`config.mk`:
```
export PLATFORM = sky130hd
export DESIGN_NAME = instr_fetch_ctrl
export DESIGN_NICKNAME = d
export VERILOG_FILES = /design/src/rtl/instr_fetch_ctrl.sv
export SDC_FILE = /design/constraint.sdc
export NUM_CORES = 1
export LEC_CHECK = 0
export BUFFER_PORTS_ARGS = -buffer_cell sky130_fd_sc_hd__buf_4
export CAP_MARGIN = 20
export CORE_MARGIN = 1
export CORE_UTILIZATION = 46
export DETAILED_ROUTE_END_ITERATION = 8
export HOLD_SLACK_MARGIN = 0.15
export MAX_ROUTING_LAYER = met4
export PLACE_DENSITY = 0.69
export SYNTH_ARGS = -nofsm -noshare
export SYNTH_HDL_FRONTEND = slang
export SYNTH_SLANG_ARGS = --single-unit
```
`constraint.sdc`:
```
create_clock -name clk_i -period 5.4 [get_ports clk_i]
set_input_delay 0.27 -clock clk_i [delete_from_list [all_inputs] [get_ports clk_i]]
set_output_delay 0.27 -clock clk_i [all_outputs]
set_load 0.02 [all_outputs]
```
`src/rtl/instr_fetch_ctrl.sv`:
```
// Instruction fetch controller: IDLE/FETCH/HALT sequencer feeding a small circular fetch queue.
// Optional fetch counter port fetch_cnt_o is built only when IFC_FETCH_CNT_EN is defined.
module instr_fetch_ctrl #(
   parameter logic [31:0] RESET_PC  = 32'h0000_0000,
   parameter int          MEM_WORDS = 65,
   parameter int          QDEPTH    = 4
) (
   input  logic        clk_i,
   input  logic        rst_i,
   input  logic        en_i,
   output logic [31:0] imem_addr_o,
   input  logic [31:0] imem_instr_i,
   input  logic        redirect_i,
   input  logic [31:0] redirect_pc_i,
   output logic        out_valid_o,
   input  logic        out_ready_i,
   output logic [31:0] out_instr_o,
   output logic [31:0] out_pc_o,
   output logic        halted_o
`ifdef IFC_FETCH_CNT_EN
   ,
   output logic [31:0] fetch_cnt_o
`endif
);

   localparam int PTR_W = $clog2(QDEPTH);
   localparam int CNT_W = PTR_W + 1;
   localparam logic [CNT_W-1:0] QDEPTH_C = CNT_W'(QDEPTH);
   localparam logic [32:0] PC_LIMIT = 33'(MEM_WORDS) * 33'd4;

   typedef enum logic [1:0] {
      ST_IDLE  = 2'd0,
      ST_FETCH = 2'd1,
      ST_HALT  = 2'd2
   } state_t;

   state_t             state_q, state_d;
   logic [31:0]        pc_q, pc_d;
   logic [PTR_W-1:0]   rd_ptr_q, rd_ptr_d;
   logic [PTR_W-1:0]   wr_ptr_q, wr_ptr_d;
   logic [CNT_W-1:0]   count_q, count_d;
   logic [31:0]        buf_pc_q    [QDEPTH];
   logic [31:0]        buf_instr_q [QDEPTH];

   logic        pc_in_range;
   logic [31:0] redir_tgt;
   logic        tgt_in_range;
   logic        push;
   logic        pop;
   logic        valid;

   assign redir_tgt    = redirect_pc_i & 32'hFFFF_FFFC;
   assign pc_in_range  = {1'b0, pc_q} < PC_LIMIT;
   assign tgt_in_range = {1'b0, redir_tgt} < PC_LIMIT;

   // A redirect hides the head so decode never consumes a stale-path entry.
   assign valid = (count_q != '0) && !redirect_i;
   assign pop   = valid && out_ready_i;
   assign push  = (state_q == ST_FETCH) && pc_in_range && !redirect_i &&
                  ((count_q < QDEPTH_C) || pop);

   assign imem_addr_o = pc_q;
   assign out_valid_o = valid;
   assign out_pc_o    = buf_pc_q[rd_ptr_q];
   assign out_instr_o = buf_instr_q[rd_ptr_q];
   assign halted_o    = (state_q == ST_HALT);

   always_comb begin
      state_d = state_q;
      unique case (state_q)
         ST_IDLE: begin
            if (en_i) state_d = ST_FETCH;
         end
         ST_FETCH: begin
            if (!en_i)                          state_d = ST_IDLE;
            else if (!redirect_i && !pc_in_range) state_d = ST_HALT;
         end
         ST_HALT: begin
            if (redirect_i && tgt_in_range) state_d = ST_FETCH;
         end
         default: state_d = ST_IDLE;
      endcase
   end

   always_comb begin
      pc_d     = pc_q;
      rd_ptr_d = rd_ptr_q;
      wr_ptr_d = wr_ptr_q;
      count_d  = count_q;
      if (redirect_i) begin
         // Flush by collapsing the read pointer onto the write pointer.
         pc_d     = redir_tgt;
         rd_ptr_d = wr_ptr_q;
         count_d  = '0;
      end else begin
         if (pop)  rd_ptr_d = rd_ptr_q + PTR_W'(1);
         if (push) begin
            wr_ptr_d = wr_ptr_q + PTR_W'(1);
            pc_d     = pc_q + 32'd4;
         end
         unique case ({push, pop})
            2'b10:   count_d = count_q + CNT_W'(1);
            2'b01:   count_d = count_q - CNT_W'(1);
            default: count_d = count_q;
         endcase
      end
   end

   always_ff @(posedge clk_i) begin
      if (rst_i) begin
         state_q  <= ST_IDLE;
         pc_q     <= RESET_PC;
         rd_ptr_q <= '0;
         wr_ptr_q <= '0;
         count_q  <= '0;
      end else begin
         state_q  <= state_d;
         pc_q     <= pc_d;
         rd_ptr_q <= rd_ptr_d;
         wr_ptr_q <= wr_ptr_d;
         count_q  <= count_d;
      end
   end

   // Queue storage carries no reset; occupancy alone decides what is valid.
   always_ff @(posedge clk_i) begin
      if (push) begin
         buf_pc_q[wr_ptr_q]    <= pc_q;
         buf_instr_q[wr_ptr_q] <= imem_instr_i;
      end
   end

`ifdef IFC_FETCH_CNT_EN
   logic [31:0] fetch_cnt_q, fetch_cnt_d;

   always_comb begin
      fetch_cnt_d = fetch_cnt_q;
      if (push) fetch_cnt_d = fetch_cnt_q + 32'd1;
   end

   always_ff @(posedge clk_i) begin
      if (rst_i) fetch_cnt_q <= '0;
      else       fetch_cnt_q <= fetch_cnt_d;
   end

   assign fetch_cnt_o = fetch_cnt_q;
`endif

endmodule

```
==> results of run 1 <==
[what timing repair did]
item                      4_1_cts  5_1_grt
buffers inserted                0        0
gates resized for setup         0        0
hold endpoints to repair      160        0
hold buffers                   78        0
[where the power goes]
| part | switching, W | total (W) | internal [W] | leakage [nW] |
|---|---|---|---|---|
| logic | 0.000113 | 0.000246 | 0.000133 | 1.88 |
| registers | 0.0000379 | 0.00247 | 0.00244 | 2.57 |
| clock network | 0.000774 | 0.00183 | 0.00105 | 0.425 |
[state kept, by name, summed over array words and instances (netlist names), named ones only]
register     cells
buf_instr_q    128
buf_pc_q       120
count_q          3
imem_addr_o     30
rd_ptr_q         2
state_q          2
wr_ptr_q         2
[layout make-up]
type | count | area, um2
fillers | 1666 | 8910
inverters | 12 | 45.0
clock inverters | 6 | 35.0
multi-input cells | 215 | 2440
flip-flops and latches | 289 | 8280
well taps | 313 | 392
repair buffers | 239 | 1990
clock buffers | 44 | 832
[routing by layer]
layer  part of all wire  up-vias  routed length, um
met2               0.49      208              10600
met1               0.44     2965               9520
met5                  0        -                  0
met3              0.057       28               1240
met4              0.019        0                406
li1                   -     2670                  -
[per-stage QoR]
stage,setup slack [ns],area [um2]
after global placement,2.28,12400
final,2.22,14000
after CTS,2.17,14000
after floorplan,1.80,10900
after global routing,1.93,14000
after detailed placement,2.18,12400
[synthesized netlist by cell type (3+ instances only)]
| library cell | count |
|---|---|
| a21oi_1 | 8 |
| a31oi_1 | 3 |
| and2_1 | 5 |
| and3_1 | 3 |
| buf_2 | 8 |
| buf_4 | 4 |
| clkbuf_1 | 14 |
| dfxtp_1 | 41 |
| edfxtp_1 | 248 |
| ha_1 | 7 |
| inv_1 | 11 |
| mux2i_1 | 24 |
| mux4_2 | 62 |
| nand2_1 | 10 |
| nand3_1 | 3 |
| nor2_1 | 34 |
| nor3_1 | 7 |
| nor4_1 | 8 |
| or4_1 | 3 |
[path summary, 6_finish.rpt]
| check | from | to | depth (start not counted) |
|---|---|---|---|
| worst min register to register | wr_ptr_q[1] | wr_ptr_q[1] | 2 |
| worst min-delay path | rst_i | wr_ptr_q[0] | 2 |
| worst max-delay path | imem_addr_o[2] | buf_instr_q[1][6] | 6 |
| worst max register to register | imem_addr_o[2] | buf_instr_q[1][6] | 6 |
[cells by family after synthesis]
| logic type | count (synthesis) |
|---|---|
| flip-flops | 289 |
| AND/OR/NAND/NOR | 88 |
| multiplexers | 86 |
| buffers and inverters | 41 |
| AO/OA/AOI/OAI | 25 |
| adder cells (fa/ha/maj) | 8 |
| XOR/XNOR | 4 |
| other | 1 |
==> impl_summary.log, run 1 <==
INFO  metric status = finished, final reports clean
INFO  metric slew_headroom = 0.356
INFO  metric num_vias = slightly below 6000
INFO  metric area.growth.synth_to_final = 28.6%
INFO  metric setup.worst_path.class = flip-flop to flip-flop
INFO  metric maximum_number_of_pins_on_one_net_before_global_route_repair = 63
INFO  metric diodes = 0
INFO  metric clk_pin_slew_worst_paths = 0.06 ns
INFO  metric synth-edff-count = around 250
INFO  metric cts_buffer_depth = 3
INFO  metric timing.critical_path.buf_inv = 1
INFO  metric stdcell_count = about 1100
INFO  metric syn-cell-area = 10900 um2
INFO  metric ys.warnings.count = 0
INFO  metric synth_ff_type = edfxtp_1
INFO  metric synth_largest_type_area_fraction = 0.684
INFO  metric use_met2 = 0.296
INFO  metric drt-initial-drc-count = 350
INFO  metric max_rail_drop_vdd = roughly 240 uV
INFO  metric unrepaired_setup_endpoints_after_global_routing = false
INFO  metric finalPower = roughly 0.0045 W
INFO  metric synth-simple-area-share = 0.0416
INFO  metric nets = 863
INFO  metric synth-adder-area-share = 0.00988
INFO  metric design.die.area = ~24000 um2
INFO  metric place.detailed.hpwl = approximately 12000 um
INFO  metric transition_time_at_the_pin_with_the_least_slew_margin = slightly below 1 ns
INFO  metric worst_skew_pair.late_latency = ~0.54 ns
INFO  metric die_h = roughly 160 um
INFO  metric cts_max_level = 1
INFO  metric cellPowerDensity = 325 nW/um2
INFO  metric max_clock_freq = about 0.31 GHz
INFO  metric layout.cells.most_common_list = 248 x edfxtp_1, 161 x buf_4, 78 x dlygate4sd3_1, 62 x mux4_2, 39 x dfxtp_1
INFO  metric gp_congestion = roughly 0.85
INFO  metric die_x = ~160 um
INFO  metric layout_commonest_cell = edfxtp_1
INFO  metric cpMaxStageDelayCell = and2_4
INFO  metric count_of_pins_on_the_block_boundary = 167
INFO  metric route.detailed.drc = 0
INFO  metric cp_max_fo = 62
INFO  metric synth.ff_latch_count = 289
INFO  metric avgSynthCellArea = 20.1 um2
INFO  metric grt-ovfl-total = 0
INFO  metric use_met3 = 0.0267
INFO  metric netlist_instances = between 500 and 600
INFO  metric crit_family = simple AND/OR/NAND/NOR gates
INFO  metric synthDistinctLibCells = 50
INFO  metric drive_above_1_share = 0.338
INFO  metric grt.total_usage = 0.187
INFO  metric setup.reg_to_reg.worst_slack = between 2 and 2.5 ns
INFO  metric post_synth_mux_area_share = 0.150
INFO  metric synthArstFlopShare = 0
INFO  metric seq_area_frac_synth = 0.759
INFO  metric finalCoreUtilization = 0.611
INFO  metric initial_utilization = 0.475
INFO  metric rows = 55
INFO  metric finalHoldViolations = 0
INFO  metric hp-class = input port to flip-flop
INFO  metric critPathRequiredTime = 5.55 ns
INFO  metric fin_tns_setup = 0 ns
INFO  metric synth_top_family_by_area = multiplexers
INFO  metric finalHoldWorstSlack = 0.176 ns
INFO  metric synth_xor_xnor_area_share = 0.00322
INFO  metric finalSetupViolCount = 0
INFO  metric globalRouteMet1Util = 0.256
INFO  metric synth.top_cells.by_area = edfxtp_1 68%, mux4_2 13%, dfxtp_1 7.5%, mux2i_1 2.2%, nor2_1 1.2%
INFO  metric antenna_left = 0
INFO  metric grt_first_pass_wirelength = between 30000 and 40000 um
INFO  metric cts.sink_count = 289
INFO  metric totalWireLength = 21700 um
INFO  metric number_of_antenna_violations_at_the_first_check_in_global_routing = 0
INFO  metric numPlacedInstances = between 900 and 1000
INFO  metric clockRootBuffer = clkbuf_16
INFO  metric core_region_area = 22900 um2
INFO  metric cts_tree = built
INFO  metric end_kind = flip-flop
INFO  metric min_period_over_period = 0.590
INFO  metric viasPerCell = about 5.3
INFO  metric buffer_ports.inserted = 160
INFO  metric maxCapViolations = 0
INFO  metric worst_clock_skew = 0.0201 ns
INFO  metric wire_per_inst = just under 20 um
INFO  metric first_pass_iters = 6
INFO  metric static_leakage_power = 4.88 nW
INFO  metric crit_path_cell_trace = inv_1 -> ha_1 -> or4b_1 -> o21ai_2 -> and4_1 -> and2_4
INFO  metric share_of_the_synthesized_area_in_compound_gates_ao_oa_aoi_oai = 0.0168
INFO  metric synth_top_cell_by_area = edfxtp_1
INFO  metric number_of_global_route_vias_before_repair = a little over 6000
INFO  metric critPathArrivalTime = roughly 3.3 ns
INFO  metric critPathMaxStageDelay = between 0.8 and 0.9 ns
INFO  metric critical_path.startpoint_type = flip-flop
INFO  metric gr-max-usage-layer = met2
INFO  metric layout_min_cycle_time = 3.18 ns
INFO  metric slew_viol_final = 0
INFO  metric cts_made_buffers = 29
No activity file was read; power rests on OpenSTA's default activity.
==> run 2: changes to the inputs <==
--- a/config.mk
+++ b/config.mk
@@ -12,7 +12,7 @@
 export DETAILED_ROUTE_END_ITERATION = 8
 export HOLD_SLACK_MARGIN = 0.15
 export MAX_ROUTING_LAYER = met4
-export PLACE_DENSITY = 0.69
+export PLACE_DENSITY = 0.71
 export SYNTH_ARGS = -nofsm -noshare
 export SYNTH_HDL_FRONTEND = slang
 export SYNTH_SLANG_ARGS = --single-unit
==> constraint.sdc (replaced) <==
create_clock -name clk_i -period 2.75 [get_ports clk_i]
set_input_delay 0.1375 -clock clk_i [delete_from_list [all_inputs] [get_ports clk_i]]
set_output_delay 0.1375 -clock clk_i [all_outputs]
set_load 0.02 [all_outputs]
==> run 2 against run 1 <==
Global-route usage up 2.5 points. Sequential cell count is the same. Via count is 5.4% higher. Count of clock-buffer cells in the layout decreased by 12. Wire length up 13%. Combinational power is 120% higher. Clock power grew 120%. Largest power group unchanged. Highest routed layer unchanged.
==> impl_summary.log, run 2 (synthesis results as in run 1) <==
INFO  metric drive_above_1_share = 0.352 (+0.0141)
INFO  metric cellPowerDensity = 643 nW/um2 (+98%)
INFO  metric count_of_pins_on_the_block_boundary = 167 (unchanged)
INFO  metric number_of_antenna_violations_at_the_first_check_in_global_routing = 0 (unchanged)
INFO  metric worst_clock_skew = 0.0225 ns (+0.00245 ns)
INFO  metric slew_viol_final = 0 (unchanged)
INFO  metric static_leakage_power = 5.14 nW (+5.5%)
INFO  metric max_clock_freq = 0.383 GHz (+22%)
INFO  metric die_h = 156 um (unchanged)
INFO  metric min_period_over_period = 0.949 (+0.360)
INFO  metric cts_made_buffers = 29 (unchanged)
INFO  metric finalSetupViolCount = 0 (unchanged)
INFO  metric largest_reg_flops = 128 (unchanged)
INFO  metric diodes = 0 (unchanged)
INFO  metric worst_skew_pair.late_latency = 0.54 ns (about the same)
INFO  metric gp_congestion = 0.803 (-5.3%)
INFO  metric critical_path.startpoint_type = flip-flop
INFO  metric finalHoldViolations = 0 (unchanged)
INFO  metric initial_utilization = 0.475 (unchanged)
INFO  metric stdcell_count = 1154 (+3.2%)
INFO  metric layout_commonest_cell = edfxtp_1
INFO  metric globalRouteMet1Util = 0.271 (+0.0150)
INFO  metric clk_pin_slew_worst_paths = 0.06 ns (about the same)
INFO  metric totalWireLength = 24500 um (+13%)
INFO  metric route.detailed.drc = 0 (unchanged)
INFO  metric cts_tree = built
INFO  metric area.growth.synth_to_final = 33.3%
INFO  metric hp-class = input port to flip-flop
INFO  metric nets = 897 (+3.9%)
INFO  metric setup.worst_path.class = flip-flop to flip-flop
INFO  metric place.detailed.hpwl = 14600 um (+19%)
INFO  metric number_of_buffers_inserted_to_repair_setup_after_cts = 0 (unchanged)
INFO  metric use_met3 = 0.0353 (+0.00861)
INFO  metric maxCapViolations = 0 (unchanged)
INFO  metric grt.total_usage = 0.212 (+0.0254)
INFO  metric gr-max-usage-layer = met2
INFO  metric drt-initial-drc-count = 398 (+14%)
INFO  metric wire_per_inst = 21.2 um (+9.2%)
INFO  metric transition_time_at_the_pin_with_the_least_slew_margin = 0.737 ns (-0.229 ns)
INFO  metric rows = 55 (unchanged)
INFO  metric antenna_left = 0 (unchanged)
INFO  metric unrepaired_setup_endpoints_after_global_routing = false
INFO  metric core_region_area = 22900 um2 (unchanged)
INFO  metric grt_first_pass_wirelength = 37400 um (+11%)
INFO  metric cts_max_level = 1 (unchanged)
INFO  metric maximum_number_of_pins_on_one_net_before_global_route_repair = 44 (-30%)
INFO  metric number_of_global_route_vias_before_repair = 6725 (+8.3%)
INFO  metric design.die.area = 24300 um2 (unchanged)
INFO  metric cts.sink_count = 289 (unchanged)
INFO  metric die_x = 156 um (unchanged)
INFO  metric viasPerCell = 5.36 (+2.1%)
INFO  metric numPlacedInstances = 1007 (+1.7%)
INFO  metric layout_min_cycle_time = 2.61 ns (-0.574 ns)
INFO  metric max_rail_drop_vdd = 394 uV (+64%)
INFO  metric top_register = buf_instr_q
INFO  metric critPathRequiredTime = 3.20 ns (-2.35 ns)
INFO  metric cp_max_fo = 8 (-87%)
INFO  metric critPathArrivalTime = 3.06 ns (-0.27 ns)
INFO  metric clockRootBuffer = clkbuf_16
INFO  metric status = finished, final reports clean
INFO  metric grt-ovfl-total = 0 (unchanged)
INFO  metric finalCoreUtilization = 0.633 (+0.0219)
INFO  metric layout.cells.most_common_list = 248 x edfxtp_1, 169 x buf_4, 95 x dlygate4sd3_1, 62 x mux4_2, 38 x dfxtp_1
INFO  metric use_met2 = 0.354 (+0.0578)
INFO  metric first_pass_iters = 4 (-2)
INFO  metric cts_buffer_depth = 3 (unchanged)
INFO  metric num_vias = 6187 (+5.4%)
INFO  metric buffer_ports.inserted = 160 (unchanged)
INFO  metric slew_headroom = 0.507 (+0.152)
INFO  metric end_kind = flip-flop
==> run 2: cell count changes in the layout (fill, tap and decap cells not counted), sizes merged <==
cell	delta
buf	+17
bufinv	+5
clkbuf	-12
clkinv	+11
dlygate4sd3	+17
inv	-2
==> run 2: metal layers <==
metal / wire [um] / up-vias / share of wire
met1: 10100 / 3157 / 0.41
met4: 389 / 0 / 0.016
met3: 1860 / 32 / 0.076
li1: - / 2742 / -
met2: 12100 / 256 / 0.49
met5: 0 / - / 0
==> run 2: critical path, cell delays in order, from the launching register on <==
cell and delay (ns):
dfxtp_2 0.36, inv_1 0.08, ha_1 0.14, or4b_1 0.44
o21ai_2 0.19, and4_4 0.26, inv_2 0.07, ha_1 0.22
inv_1 0.08, fa_1 0.41, nor2_1 0.10, a21oi_1 0.05
nor3_1 0.13
==> run 2: per-stage QoR <==
step                hold slack (ns)  power [W]  setup WS [ns]  TNS [ns]  area [um2]
floorplan                     0.236    0.00512         -0.176    -43.71       10900
global placement              0.337    0.00534          0.225         0       12600
detailed placement            0.341    0.00536          0.145         0       12600
CTS                           0.158    0.00938          0.117         0       14500
global route                  0.239    0.00957        0.00744         0       14500
finish                        0.178    0.00933          0.139         0       14500
==> run 2: path summary, 6_finish.rpt <==
check / start / to / slack [ns] / depth (start not counted)
setup / recovery: imem_addr_o[3] / count_q[1] / 0.14 / 12
hold / removal: redirect_i / flip-flop / 0.18 / 5
setup reg to reg: imem_addr_o[3] / count_q[1] / 0.14 / 12
hold reg to reg: wr_ptr_q[1] / wr_ptr_q[1] / 0.50 / 2
==> run 2: layout make-up <==
| cell class | instances | area [um2] |
|---|---|---|
| inverter | 12 | 45.0 |
| clock buffer | 32 | 737 |
| fill | 1601 | 8410 |
| multi-input combinational | 215 | 2440 |
| clock inverter | 20 | 218 |
| tap | 313 | 392 |
| timing repair buffer | 273 | 2400 |
| sequential | 289 | 8280 |
==> run 2: report_power, final <==
part	total [W]	internal [W]	switching, W
Sequential	0.00485	0.00478	0.0000666
Combinational	0.000539	0.000285	0.000254
Clock	0.00394	0.00238	0.00156
==> run 2: timing repair <==
item                                    4_1_cts  5_1_grt
resized for setup                             0        2
endpoints found under the setup margin        0        6
hold buffers                                 95        0
endpoints found under the hold margin       167        0
==> run 3: changes to the inputs <==
--- a/config.mk
+++ b/config.mk
@@ -8,11 +8,11 @@
 export BUFFER_PORTS_ARGS = -buffer_cell sky130_fd_sc_hd__buf_4
 export CAP_MARGIN = 20
 export CORE_MARGIN = 1
-export CORE_UTILIZATION = 46
+export CORE_UTILIZATION = 50
 export DETAILED_ROUTE_END_ITERATION = 8
 export HOLD_SLACK_MARGIN = 0.15
 export MAX_ROUTING_LAYER = met4
-export PLACE_DENSITY = 0.71
+export PLACE_DENSITY = 0.76
 export SYNTH_ARGS = -nofsm -noshare
 export SYNTH_HDL_FRONTEND = slang
 export SYNTH_SLANG_ARGS = --single-unit
==> run 3 against run 2 <==
Clock power down 9.1%. Count of clock-buffer cells in the layout up 12. Die area down 7.9%. Wire length down 5.6%. Sequential power about the same. Combinational power about the same. Global-route usage up 0.40 points. Utilization up 4.7 points. Sequential cell count unchanged. Register-to-register slack worse by 0.06 ns. Maximum frequency down 2.1%. Via count down 0.89%. Critical endpoint is now imem_addr_o[7].
==> impl_summary.log, run 3 (synthesis results as in run 1) <==
INFO  metric cts_made_buffers = 28 (-3.4%)
INFO  metric cts_tree = built
INFO  metric place.detailed.hpwl = 13500 um (-7.6%)
INFO  metric grt.total_usage = 0.216 (+0.00404)
INFO  metric n_fill_cell = 1331 (-17%)
INFO  metric antenna_left = 0 (unchanged)
INFO  metric max_rail_drop_vdd = 477 uV (+21%)
INFO  metric largest_reg_flops = 128 (unchanged)
INFO  metric min-delay-start = out_ready_i
INFO  metric worst_skew_pair.late_latency = 0.53 ns (about the same)
INFO  metric crit-reg2reg-launch = imem_addr_o[3]
INFO  metric slew_viol_final = 0 (unchanged)
INFO  metric grt-ovfl-total = 0 (unchanged)
INFO  metric switching_power = 0.00179 W (-4.7%)
INFO  metric critical_path.startpoint_type = flip-flop
INFO  metric num_vias = 6132 (-0.89%)
INFO  metric nets = 897 (unchanged)
INFO  metric route.detailed.drc = 0 (unchanged)
INFO  metric worst_clock_skew = 0.0198 ns (-0.00274 ns)
INFO  metric clk_pin_slew_worst_paths = 0.06 ns (about the same)
INFO  metric layout_min_cycle_time = 2.67 ns (+0.0551 ns)
INFO  metric slew_headroom = 0.529 (+0.0212)
INFO  metric cts_max_level = 1 (unchanged)
INFO  metric cts_buffer_depth = 3 (unchanged)
INFO  metric diodes = 0 (unchanged)
INFO  metric area.growth.synth_to_final = 32.1%
INFO  metric layout.cells.most_common_list = 248 x edfxtp_1, 171 x buf_4, 96 x dlygate4sd3_1, 62 x mux4_2, 37 x dfxtp_1
INFO  metric drt-initial-drc-count = 412 (+3.5%)
INFO  metric cellPowerDensity = 623 nW/um2 (-3.0%)
INFO  metric timing.critical_path.buf_inv = 3 (unchanged)
INFO  metric buffer_ports.inserted = 160 (unchanged)
INFO  metric end_kind = flip-flop
INFO  metric core_region_area = 21200 um2 (-7.7%)
INFO  metric p_clk_frac = 0.400 (-0.022)
INFO  metric drive_above_1_share = 0.349 (-0.00279)
INFO  metric maxCapViolations = 0 (unchanged)
INFO  metric finalHoldViolations = 0 (unchanged)
INFO  metric number_of_global_route_vias_before_repair = 6282 (-6.6%)
INFO  metric first_pass_iters = 5 (+1)
INFO  metric stdcell_count = 1117 (-3.2%)
INFO  metric transition_time_at_the_pin_with_the_least_slew_margin = 0.701 ns (-0.0367 ns)
INFO  metric worst_setup_path_startpoint = imem_addr_o[3]
INFO  metric count_of_pins_on_the_block_boundary = 167 (unchanged)
INFO  metric share_comb_of_total_power = 0.060 (+0.002)
INFO  metric gp_congestion = 0.843 (+5.0%)
INFO  metric max_clock_freq = 0.375 GHz (-2.1%)
INFO  metric hp-class = input port to flip-flop
INFO  metric numPlacedInstances = 968 (-3.9%)
INFO  metric design.die.area = 22400 um2 (-7.9%)
INFO  metric setup.worst_path.class = flip-flop to flip-flop
INFO  metric multi_input_gate_area = 2450 um2 (+0.46%)
INFO  metric power.sequential.fraction = 0.540 (+0.020)
INFO  metric static_leakage_power = 5.09 nW (-0.95%)
INFO  metric seqCellArea = 8280 um2 (about the same)
INFO  metric internal_power = 0.00718 W (-3.7%)
INFO  metric final.setup.worst_slack = 0.0839 ns (-0.0551 ns)
INFO  metric number_of_antenna_violations_at_the_first_check_in_global_routing = 0 (unchanged)
INFO  metric top_register = buf_instr_q
INFO  metric layout_commonest_cell = edfxtp_1
INFO  metric die_x = 150 um (-4.0%)
INFO  metric rows = 53 (-3.6%)
INFO  metric totalWireLength = 23100 um (-5.6%)
INFO  metric crit_family = simple AND/OR/NAND/NOR gates
INFO  metric crit_path_cell_trace = inv_1 -> ha_1 -> or4b_4 -> o21ai_2 -> buf_4 -> nand3_1 -> or3_1 -> a31oi_1 -> dlygate4sd3_1
INFO  metric status = finished, final reports clean
INFO  metric finalSetupViolCount = 0 (unchanged)
INFO  metric min_period_over_period = 0.969 (+0.0200)
INFO  metric wire_per_inst = 20.7 um (-2.5%)
INFO  metric cts.sink_count = 289 (unchanged)
INFO  metric critPathArrivalTime = 3.14 ns (+0.08 ns)
INFO  metric grt_first_pass_wirelength = 34900 um (-6.6%)
INFO  metric swShare = 0.199 (-0.00177)
INFO  metric maximum_number_of_pins_on_one_net_before_global_route_repair = 50 (+14%)
INFO  metric die_h = 150 um (-4.0%)
INFO  metric critPathRequiredTime = 3.22 ns (+0.02 ns)
INFO  metric initial_utilization = 0.515 (+0.0396)
INFO  metric clockRootBuffer = clkbuf_16
INFO  metric cp_max_fo = 8 (unchanged)
INFO  metric critPathMaxStageDelay = 0.56 ns (+0.12 ns)
INFO  metric viasPerCell = 5.49 (+2.4%)
INFO  metric unrepaired_setup_endpoints_after_global_routing = false
INFO  metric detailedPlace.worstSlack = 0.0965 ns (-0.0490 ns)
INFO  metric cpMaxStageDelayCell = dlygate4sd3_1
-- run 3: through the flow --
step                setup TNS (ns)  instance area (um2)  utilization  hold slack [ns]  power [W]
floorplan                   -43.71                10900            -            0.236    0.00512
CTS                              0                14400        0.679            0.243    0.00902
global route                     0                14400        0.680            0.310    0.00923
global placement                 0                12500        0.592            0.337    0.00533
finish                           0                14400        0.680            0.272    0.00897
detailed placement               0                12500        0.592            0.343    0.00535
-- run 3: worst register-to-register path, cell delays in order, from the launching register on --
cell           delay, ns
dfxtp_4             0.37
inv_1               0.08
ha_1                0.13
or4b_4              0.46
o21ai_2             0.18
buf_4               0.13
nand3_1             0.15
or3_1               0.39
a31oi_1             0.16
dlygate4sd3_1       0.56
-- run 3: final timing paths --
kind	slack [ns]	end	cells after the start
min	0.27	flip-flop	5
min reg2reg	0.50	wr_ptr_q[1]	2
max reg2reg	0.08	imem_addr_o[7]	9
max	0.08	imem_addr_o[7]	9
-- run 3: power by group through the flow --
| stage | Combinational, W | Sequential [W] | Clock, W |
|---|---|---|---|
| 2_1_floorplan | 0.000173 | 0.00495 | 0 |
| 3_3_place_gp | 0.000402 | 0.00493 | 0 |
| 3_5_place_dp | 0.000414 | 0.00494 | 0 |
| 4_1_cts | 0.000525 | 0.00484 | 0.00365 |
| 5_1_grt | 0.000571 | 0.00485 | 0.00381 |
| 6_report | 0.000538 | 0.00484 | 0.00358 |
-- run 3: layer usage --
metal  part of all wire  track usage
met5                  0            -
met3              0.072       0.0390
met1               0.40        0.277
met4              0.021       0.0602
met2               0.51        0.356
-- run 3: timing repair --
action                                  in CTS  in global routing
hold buffers                                96                  0
endpoints found under the hold margin      167                  0
endpoints found under the setup margin       0                 17
resized for setup                            0                  9
setup buffers                                0                  1
-- run 3: final cells by class --
type	instances	share of cell area
clock buffer	44	0.0565
tap	275	0.0239
clock inverter	8	0.00418
sequential	289	0.576
timing repair buffer	274	0.166
multi-input combinational	215	0.171
inverter	12	0.00313
